$ cat config.mk
export PLATFORM = sky130hd
export DESIGN_NAME = fetch_queue
export DESIGN_NICKNAME = d
export VERILOG_FILES = /design/src/rtl/fetch_queue_pkg.sv /design/src/rtl/fetch_fifo.sv /design/src/rtl/fetch_queue.sv
export SDC_FILE = /design/constraint.sdc
export NUM_CORES = 1
export LEC_CHECK = 0
export CELL_PAD_IN_SITES_DETAIL_PLACEMENT = 1
export CELL_PAD_IN_SITES_GLOBAL_PLACEMENT = 1
export CORE_MARGIN = 1
export CORE_UTILIZATION = 31
export CTS_CLUSTER_DIAMETER = 30
export DETAILED_ROUTE_END_ITERATION = 6
export HOLD_SLACK_MARGIN = 0.15
export PLACE_DENSITY_LB_ADDON = 0.3
export SLEW_MARGIN = 15
export SYNTH_ARGS = -nofsm -noshare
export SYNTH_HDL_FRONTEND = slang
export SYNTH_HIERARCHICAL = 1
export SYNTH_SLANG_ARGS = --single-unit
$ cat constraint.sdc
create_clock -name clk -period 3.9 [get_ports clk]
set_input_delay 0.39 -clock clk [delete_from_list [all_inputs] [get_ports clk]]
set_output_delay 0.39 -clock clk [all_outputs]
set_load 0.005 [all_outputs]
$ cat src/rtl/fetch_queue_pkg.sv
// ----------------------------------------------------------------------------
// fetch_queue_pkg
// Shared types for the instruction fetch front end: instruction-bus request
// and response, the fetch result handed to decode, and the fetch error codes.
// ----------------------------------------------------------------------------
package fetch_queue_pkg;

    localparam int XLEN = 64;
    localparam int ILEN = 32;

    typedef enum logic [1:0] {
        NOERROR        = 2'd0,
        INSTR_MISALIGN = 2'd1
    } fetch_err_t;

    typedef struct packed {
        logic            valid;
        logic [XLEN-1:0] addr;
    } ibus_req_t;

    typedef struct packed {
        logic            data_ok;
        logic [ILEN-1:0] data;
    } ibus_resp_t;

    typedef struct packed {
        logic [ILEN-1:0] instr;
        logic [XLEN-1:0] pc;
        fetch_err_t      error;
        logic            valid;
    } fetch_data_t;

endpackage

$ cat src/rtl/fetch_fifo.sv
// ----------------------------------------------------------------------------
// fetch_fifo
// Circular buffer of DEPTH entries of type entry_t (DEPTH a power of two, so
// the head/tail pointers wrap naturally). No bypass: a pushed entry becomes
// visible at head one cycle later.
//   clk, reset : clock, synchronous active-high reset
//   push, data : enqueue data (ignored when full unless popping too)
//   pop        : dequeue head (ignored when empty)
//   clear      : drop all entries; overrides push and pop
//   full, empty: occupancy flags
//   head       : oldest entry
// ----------------------------------------------------------------------------
module fetch_fifo #(
    parameter int  DEPTH   = 4,
    parameter type entry_t = logic
) (
    input  logic   clk,
    input  logic   reset,
    input  logic   push,
    input  entry_t data,
    input  logic   pop,
    input  logic   clear,
    output logic   full,
    output logic   empty,
    output entry_t head
);

    localparam int AW = $clog2(DEPTH);

    entry_t         mem [DEPTH];
    logic [AW-1:0]  head_ptr;
    logic [AW-1:0]  tail_ptr;
    logic [AW:0]    count;
    logic           do_push;
    logic           do_pop;

    assign full    = (count == (AW+1)'(DEPTH));
    assign empty   = (count == '0);
    assign do_pop  = pop && !empty && !clear;
    assign do_push = push && (!full || do_pop) && !clear;
    assign head    = mem[head_ptr];

    // NOTE: sequential state is assigned with <= so every flop samples the
    // pre-edge values of its neighbours, independent of statement order.
    always_ff @(posedge clk) begin
        if (reset || clear) begin
            head_ptr <= '0;
            tail_ptr <= '0;
            count    <= '0;
        end else begin
            if (do_push) tail_ptr <= tail_ptr + AW'(1);
            if (do_pop)  head_ptr <= head_ptr + AW'(1);
            count <= count + (AW+1)'(do_push) - (AW+1)'(do_pop);
        end
    end

    // NOTE: the storage array is deliberately not reset; an entry is only
    // ever read after it has been written, and count guards validity.
    always_ff @(posedge clk) begin
        if (do_push) mem[tail_ptr] <= data;
    end

endmodule

$ cat src/rtl/fetch_queue.sv
// ----------------------------------------------------------------------------
// fetch_queue
// Instruction fetch unit: translates the PC, issues one instruction-bus read
// at a time and queues the results for decode. Redirects (flush has priority
// over branch) empty the queue and retire any in-flight handshake as stale.
//   clk, reset          : clock, synchronous active-high reset
//   flush, flush_pc     : CSR redirect and its target
//   branch, branch_pc   : execute redirect and its target
//   tr_req, tr_va       : translation request / virtual PC
//   tr_done, tr_pa      : translation complete / physical address
//   ireq, iresp         : instruction bus request / response
//   out_valid, out_ready: head-entry handshake with decode
//   out_data            : head entry (instr, pc, error, valid)
// ----------------------------------------------------------------------------
module fetch_queue
    import fetch_queue_pkg::*;
#(
    parameter int          DEPTH    = 4,
    parameter logic [63:0] RESET_PC = 64'h8000_0000
) (
    input  logic        clk,
    input  logic        reset,
    input  logic        flush,
    input  logic [63:0] flush_pc,
    input  logic        branch,
    input  logic [63:0] branch_pc,
    output logic        tr_req,
    output logic [63:0] tr_va,
    input  logic        tr_done,
    input  logic [63:0] tr_pa,
    output ibus_req_t   ireq,
    input  ibus_resp_t  iresp,
    output logic        out_valid,
    input  logic        out_ready,
    output fetch_data_t out_data
);

    typedef enum logic [1:0] {IDLE, XLATE, BUS, HALT} state_t;

    state_t      state;
    logic [63:0] pc;
    logic [63:0] pa;
    logic [63:0] req_va;
    logic        epoch;
    logic        req_epoch;
    logic        stale_q;

    logic        redirect;
    logic [63:0] redirect_pc;
    logic        inflight;
    logic        has_room;
    logic        stale;
    logic        resp_ok;
    logic        misalign_push;
    logic        push;
    logic        pop;
    logic        fifo_full;
    logic        fifo_empty;
    fetch_data_t push_entry;
    fetch_data_t head;

    assign redirect    = flush || branch;
    assign redirect_pc = flush ? flush_pc : branch_pc;

    // At most one transaction is ever outstanding and new ones start only
    // from IDLE, so count + inflight < DEPTH reduces to "not full, idle".
    assign inflight = (state == XLATE) || (state == BUS);
    assign has_room = !fifo_full && !inflight;

    // The epoch bit alone would alias after an even number of redirects
    // within one transaction; the sticky flag closes that hole.
    assign stale = stale_q || (req_epoch != epoch);

    assign resp_ok       = (state == BUS) && iresp.data_ok && !redirect && !stale;
    assign misalign_push = (state == IDLE) && !redirect && has_room && (pc[1:0] != 2'b00);
    assign push          = resp_ok || misalign_push;

    // NOTE: every always_comb output gets a default first so no path
    // leaves it unassigned and infers a latch.
    always_comb begin
        push_entry       = '0;
        push_entry.instr = misalign_push ? '0 : iresp.data;
        push_entry.pc    = pc;
        push_entry.error = misalign_push ? INSTR_MISALIGN : NOERROR;
        push_entry.valid = 1'b1;
    end

    always_ff @(posedge clk) begin
        if (reset) begin
            state     <= IDLE;
            pc        <= RESET_PC;
            pa        <= '0;
            req_va    <= RESET_PC;
            epoch     <= 1'b0;
            req_epoch <= 1'b0;
            stale_q   <= 1'b0;
        end else begin
            if (redirect) begin
                pc    <= redirect_pc;
                epoch <= ~epoch;
            end else if (resp_ok) begin
                pc <= pc + 64'd4;
            end

            unique case (state)
                IDLE: begin
                    if (!redirect && has_room) begin
                        if (pc[1:0] != 2'b00) begin
                            state <= HALT;
                        end else begin
                            state     <= XLATE;
                            req_va    <= pc;
                            req_epoch <= epoch;
                            stale_q   <= 1'b0;
                        end
                    end
                end
                XLATE: begin
                    // A redirect keeps the request up until the translator
                    // answers, then the answer is dropped.
                    if (redirect) stale_q <= 1'b1;
                    if (tr_done) begin
                        if (redirect || stale) begin
                            state <= IDLE;
                        end else begin
                            pa    <= tr_pa;
                            state <= BUS;
                        end
                    end
                end
                BUS: begin
                    if (redirect) stale_q <= 1'b1;
                    if (iresp.data_ok) state <= IDLE;
                end
                HALT: begin
                    if (redirect) state <= IDLE;
                end
            endcase
        end
    end

    fetch_fifo #(
        .DEPTH   (DEPTH),
        .entry_t (fetch_data_t)
    ) u_fifo (
        .clk   (clk),
        .reset (reset),
        .push  (push),
        .data  (push_entry),
        .pop   (pop),
        .clear (redirect),
        .full  (fifo_full),
        .empty (fifo_empty),
        .head  (head)
    );

    // Gating with reset makes outputs quiet from the very first reset cycle.
    assign tr_req = !reset && (state == XLATE);
    assign tr_va  = req_va;

    always_comb begin
        ireq       = '0;
        ireq.valid = !reset && (state == BUS);
        ireq.addr  = pa;
    end

    assign out_valid = !reset && !fifo_empty && !redirect;
    assign pop       = out_valid && out_ready;

    always_comb begin
        out_data = '0;
        if (out_valid) begin
            out_data       = head;
            out_data.valid = 1'b1;
        end
    end

endmodule

Word-level counts from Yosys, hierarchy flattened

Memory sizes are Yosys's and may differ from the RTL's. A register that Yosys moved wholly into a read port is not among the register bits.
Cells that the tools add are included.

$add $sub $neg: 5
Eq/ne operators: 11
Mux-type cells: 21
Bitwise logic cells: 3
Reduce and logical (&&, ||, !) cells: 40

Operators with widths:

| kind                                                   | count |
|---|---|
| two-way mux 64 bit                                     | 3 |
| two-way mux 99 bit                                     | 1 |
| adder 64 x 3 -> 64 bit (second input constant)         | 1 |
| two-way mux 32 bit                                     | 1 |
| logical AND 1 bit                                      | 17 |
| two-way mux 2 bit                                      | 8 |
| inequality test 2 bit (second input constant)          | 4 |
| one-hot mux 2 bit (4 select lines)                     | 1 |
| AND reduction 4 bit                                    | 2 |
| logical OR 1 bit                                       | 7 |
| logical NOT 1 bit                                      | 6 |
| two-way mux 1 bit                                      | 6 |
| AND reduction 3 bit                                    | 2 |
| nonzero test 2 bit                                     | 3 |
| adder 2 x 1 -> 2 bit (second input constant)           | 2 |
| equality test 2 bit (second input constant)            | 2 |
| inequality test 2 x 1 -> 1 bit (second input constant) | 2 |
| adder 3 x 1 -> 3 bit                                   | 1 |
| equality test 3 bit (second input constant)            | 1 |
| logical NOT 3 bit                                      | 1 |
| inverter 1 bit                                         | 3 |
| subtractor 3 x 1 -> 3 bit                              | 1 |
| equality test 2 x 1 -> 1 bit (second input constant)   | 1 |
| logical NOT 2 bit                                      | 1 |
| other kinds (3)                                        | 3 |

Flip-flop bits (word level): 204
Memory bits (writable): 388
Input bits: 231
Output and inout port bits: 230
Memories kept: 1

Memories:

| memory     | depth | width | read ports | clocked after memory_dff | write ports | RTL line         | RTL |
|---|---|---|---|---|---|---|---|
| u_fifo.mem | 4     | 97    | 1          | 1                        | 1           | fetch_fifo.sv:30 | `entry_t mem [DEPTH];` |

Logic depth before layout (Yosys ltp)

Gate-level depths: netlist of run 1.

Word-level depth: 12
Mapped depth: 18
Gate-level depth less buffers: 17

By module

Netlist of run 1, hierarchy kept.

By module, submodules not included:

| module      | times used | cells each | area each (um^2) |
|---|---|---|---|
| fetch_fifo  | 1          | 570        | 14731.6 |
| fetch_queue | 1          | 1362       | 10119.7 |

Least setup slack after synthesis of run 1

No wires, ideal clock.

Path type: input to register
Start point: input port flush
End point: memory u_fifo/mem[0][0] (netlist name) (enable)
Arrival: 3.281 ns
Required time: 3.487 ns
Path slack: 0.206 ns
Stages: 9
Path buffers: 3
Cells stage by stage: buf_2 nor2_2 nand2_1 nor2_1 clkbuf_1 and2_1 or4b_1 clkbuf_2 and3_2

Cells in the longest elaborated chain, start to end: 11
Elaborated cells between the ends (all ways): 17

Ends and longest elaborated chain:

| what                                    | RTL line           | RTL |
|---|---|---|
| start: declaration                      | fetch_queue.sv:23  | `input logic flush,` |
| logical OR 1 bit                        | fetch_queue.sv:62  | `assign redirect = flush \|\| branch;` |
| logical NOT 1 bit                       | fetch_queue.sv:167 | `assign out_valid = !reset && !fifo_empty && !redirect;` |
| logical AND 1 bit                       | fetch_queue.sv:167 |  |
| logical AND 1 bit                       | fetch_queue.sv:168 | `assign pop = out_valid && out_ready;` |
| via pop                                 | fetch_queue.sv:56  | `logic pop;` |
| logical AND 1 bit (2 in a row)          | fetch_fifo.sv:39   | `assign do_pop = pop && !empty && !clear;` |
| logical OR 1 bit                        | fetch_fifo.sv:40   | `assign do_push = push && (!full \|\| do_pop) && !clear;` |
| logical AND 1 bit (2 in a row)          | fetch_fifo.sv:40   |  |
| two-way mux 1 bit                       | fetch_fifo.sv:60   | `if (do_push) mem[tail_ptr] <= data;` |
| two-way mux 1 bit (not written as such) | fetch_fifo.sv:60   |  |
| end: declaration                        | fetch_fifo.sv:30   |  |

The timed path passes the listed nets, and every way through them passes these cells.

==> results of run 1 <==
[how the worst max path moves through the flow]
stage                                from           endpoint  cells past startpoint
after detailed placement           branch    u_fifo/count[2]                     16
final                               reset       out_data[42]                      8
after CTS                 u_fifo/count[1]       out_data[82]                      5
after global routing      u_fifo/count[1]       out_data[42]                      5
after floorplan                     flush  u_fifo/mem[0][10]                      9
after global placement             branch    u_fifo/count[2]                     16
[critical path: cells and delay by family]
family	cells	cell delay, ns
buffers and inverters	5	2.07
and+or+nand+nor	3	0.45
[power by group through the flow]
stage	logic, mW	registers [mW]	clock network (mW)
floorplan	0.618	7.15	0
global placement	1.29	7.21	0
detailed placement	1.32	7.23	0
CTS	1.33	7.12	11.6
global route	1.42	7.14	11.9
finish	1.32	7.12	11.4
[final cells by class]
type | count | area (µm²)
multi-input cells | 1180 | 8270
clock buffers | 168 | 3730
clock inverters | 85 | 931
flip-flops and latches | 598 | 15900
fillers | 8141 | 43600
inverters | 27 | 101
well taps | 1050 | 1310
diodes | 1 | 2.50
repair buffers | 509 | 5060
[per-layer routing]
metal  part of all wire  GRT usage
met5            0.00053          0
met4              0.023     0.0707
met3              0.069     0.0532
met2               0.48      0.340
met1               0.42      0.266
[what timing repair did]
action                    4_1_cts  5_1_grt
setup buffers                   0        0
hold endpoints to repair        9        0
hold buffers                    1        0
[state kept, by name, indices dropped and copies added, names as in the netlist, named ones only]
name and cells:
stale_q 1, u_fifo/head_ptr 2, epoch 1, pa 64, req_epoch 1, pc 64
state 2, tr_va 64, u_fifo/tail_ptr 2, u_fifo/count 3, u_fifo/mem 392
[stage by stage]
step | area, µm² | util
after floorplan | 24700 | -
after global placement | 30600 | 0.388
after detailed placement | 30600 | 0.388
after CTS | 35300 | 0.448
after global routing | 35300 | 0.448
final | 35300 | 0.448
==> results.cfg, run 1 <==
[outcome]
status = finished, final reports clean

[timing]
fin_skew_ns = 0.0307
hold_viol_final = 0
hold_ws_ns = 0.265
setup_slack_ns = 0.504
period_needed_ns = 3.40
worst_slew_pin_slew_ns = 1.11
relSlewSlack = 0.258
final_max_slew_viol_count = 0
post-route-period-util = 0.871
setup_viol = 0
fmax_mhz = 294
tns_ns = 0
rsz0062_at_grt = false

[critical_path]
worstReg2RegEnd = u_fifo/count[2]
reg2reg_slack_ns = 0.58
crit_path_max_fanout = 100
crit_type = input port to output port
required_ns = 3.51
cpMaxStageDelayCell = buf_4
arrival_ns = 3.01
endpoint_kind = output port
max_stage_delay_ns = 0.75
path_cells = dlygate4sd3_1, buf_6, inv_1, nand2_1, nor2_4, buf_4, and2_1, clkdlybuf4s50_1
worst_setup_path_start_kind = input port
r2r_start = u_fifo/count[1]
worstRegToRegCells = 14

[flow_run]
drv_cap = 0

[power_and_ir_drop]
p_seq_frac = 0.358
total_leakage_power_nw = 11.7
power-per-cell-area_mw_per_mm2 = 563
p_clk_frac = 0.575
ir_worst_vdd_mv = 0.288
p_int_mw = 15.3
finalPower_mw = 19.9
comb_power_share = 0.066
sw_frac_of_total = 0.229
switchingPower_mw = 4.54

[min_path]
hold_path_class = input port to flop
worstHoldPathCells = 3
hp-start = tr_pa[19]
worstHoldEndpoint = pa[19]

[placement]
hpwlAfterDp_um = 56600
port-buffer-count = 460
place_ws_ns = 0.318
dp_cells = 3363
gp_congestion = 0.843

[global_routing]
grt_pass1_wl_um = 125000
grt-ovfl-total = 0
grt_pass1_vias = 19700
grt_use_total = 0.207
antenna_found_initial = 4
grt_max_degree = 101

[yosys]
syn_area_per_cell_um2 = 12.8
syn_inst = 1926
synth_area_mm2 = 0.0247
synth_warnings = 6

[clock_tree]
clockRootBuffer = clkbuf_16
cts_resized = 0
numCtsBuffers = 137
clock_latency_ns = 0.69
tritoncts = done
path_clk_slew_ns = 0.04
cts.path.max_buffers = 3
cts_sinks = 598
h-tree-depth = 4

[finish]
final_cell_mix = 458 x clkdlybuf4s50_1, 392 x edfxtp_1, 325 x nand2_1
finalNonFillerCells = 3618
final_common_cell = clkdlybuf4s50_1
syn_to_final_growth_pct = 42.9
drive_gt1_frac = 0.157
nets = 2697

[route]
first_pass_iters = 5
wirelength_um = 84900
viasPerCell = 5.12
drc = 0
num_vias = 18500
wl_per_cell_um = 23.5
drtAntennaViolNets = 0
drt_iter0_drc = 1139

[floorplanning]
dieArea_mm2 = 0.0808
io_pins = 461
coreArea_mm2 = 0.0789
start_util = 0.313
dieWidth_um = 284
die_h_um = 284
fp-row-count = 103
Power figures use the tool's default switching activity.
==> run 2: changes to the inputs <==
CORE_UTILIZATION = 25   (was 31)
==> run 2 against run 1 <==
Against the previous run: setup slack lost 0.18 ns; sequential power is essentially flat; combinational power is essentially flat; die area grew 24%; clock skew shrank 0.0064 ns; maximum frequency shrank 5.0%; via count grew 0.39%.
==> results.cfg, run 2 (same netlist as run 1, synthesis figures left out) <==
[finish]
regMostFlops = u_fifo/mem
nets = 2712
final_cell_mix = 457 x clkdlybuf4s50_1, 392 x edfxtp_1, 325 x nand2_1
largest_reg_flops = 392
syn_to_final_growth_pct = 46.2
final_common_cell = clkdlybuf4s50_1
finalNonFillerCells = 3872
drive_gt1_frac = 0.168

[flow_run]
drv_cap = 0

[timing]
worst_slew_pin_slew_ns = 1.16
tns_ns = 0
final_max_slew_viol_count = 0
fmax_mhz = 280
relSlewSlack = 0.223
rsz0062_at_grt = false
post-route-period-util = 0.917
fin_skew_ns = 0.0242
setup_viol = 0
period_needed_ns = 3.57
hold_viol_final = 0

[floorplanning]
dieArea_mm2 = 0.100
coreArea_mm2 = 0.0973
fp-row-count = 114
dieWidth_um = 316
io_pins = 461
start_util = 0.254
die_h_um = 316

[placement]
dp_cells = 3593
gp_congestion = 0.793
port-buffer-count = 460
hpwlAfterDp_um = 60000

[global_routing]
grt_use_total = 0.179
grt_pass1_wl_um = 131000
grt_pass1_vias = 20100
antenna_found_initial = 10
use_met2 = 0.289
use_met1 = 0.227
grt-busiest-layer = met2
grt_max_degree = 101
grt-ovfl-total = 0
grt_use_met3 = 0.0518

[min_path]
hold_path_class = input port to flop

[clock_tree]
cts_setup_buffers = 0
clockRootBuffer = clkbuf_16
cts.path.max_buffers = 3
path_clk_slew_ns = 0.04
numCtsBuffers = 149
cts_hold_buf = 0
h-tree-depth = 4
tritoncts = done
cts_sinks = 598
cts_resized = 0
clock_latency_ns = 0.72

[route]
drt_iter0_drc = 1116
first_pass_iters = 5
wl_per_cell_um = 23.3
wirelength_um = 90200
drc = 0
num_vias = 18600
viasPerCell = 4.80
drtAntennaViolNets = 0

[critical_path]
endpoint_kind = output port
arrival_ns = 3.18
crit_path_max_fanout = 100
worst_setup_path_start_kind = flop
required_ns = 3.51
crit_type = flop to output port

[power_and_ir_drop]
ir_worst_vdd_mv = 0.384
total_leakage_power_nw = 11.9
finalPower_mw = 20.8
power-per-cell-area_mw_per_mm2 = 576

[outcome]
status = finished, final reports clean
## run 2: cell count changes in the layout (fill, tap and decap cells not counted), moves of 4 or more
cell | previous run | this run
clkbuf_8 | 6 | 12
buf_12 | 7 | 11
clkinvlp_4 | 8 | 16
clkinv_1 | 13 | 6
inv_16 | 0 | 4
clkbuf_16 | 143 | 151
## run 2: per-stage QoR
stage,instance area [µm²],utilization,setup WS (ns),hold WS [ns]
floorplan,24700,-,0.218,0.453
global placement,31000,0.319,0.493,0.442
detailed placement,31000,0.319,0.413,0.450
CTS,36100,0.371,0.228,0.158
global route,36100,0.371,0.0924,0.173
finish,36100,0.371,0.325,0.216
## run 2: routing by layer
metal,share of wire,vias to the layer above
met5,0.00051,-
met4,0.027,8
met3,0.066,154
met2,0.47,651
met1,0.43,9426
li1,-,8354
## run 2: path summary, 6_finish.rpt
kind | from | endpoint | slack, ns | cells past startpoint
max | u_fifo/count[1] | out_data[58] | 0.33 | 5
max reg2reg | u_fifo/count[1] | u_fifo/count[2] | 0.42 | 14
min | reset | tr_va[31] | 0.22 | 4
min reg2reg | pa[62] | pa[62] | 0.45 | 2
## run 2: area by class of cell
type	count	area, µm²
clock inverters	93	1110
flip-flops and latches	598	15900
repair buffers	512	5120
multi-input cells	1180	8270
well taps	1276	1600
diodes	4	10.0
clock buffers	182	4020
fillers	10300	61200
inverters	27	101
## run 2: worst max-delay path, cell delays in order, from the launching register on
cell and delay (ns):
dfxtp_1 0.45, nor3_1 0.17, nor2_4 0.13, buf_4 0.82, and2_1 0.26, clkdlybuf4s50_1 0.50
## run 2: power breakdown
part	switching, mW	internal (mW)
combinational	0.771	0.558
clock	3.95	8.41
sequential	0.182	6.94
total	4.91	15.9
==> run 3: changes to the inputs <==
TNS_END_PERCENT = 10   (was default)
==> results of run 3 <==
The final DEF is identical to that of run 2; final timing and power are the same.
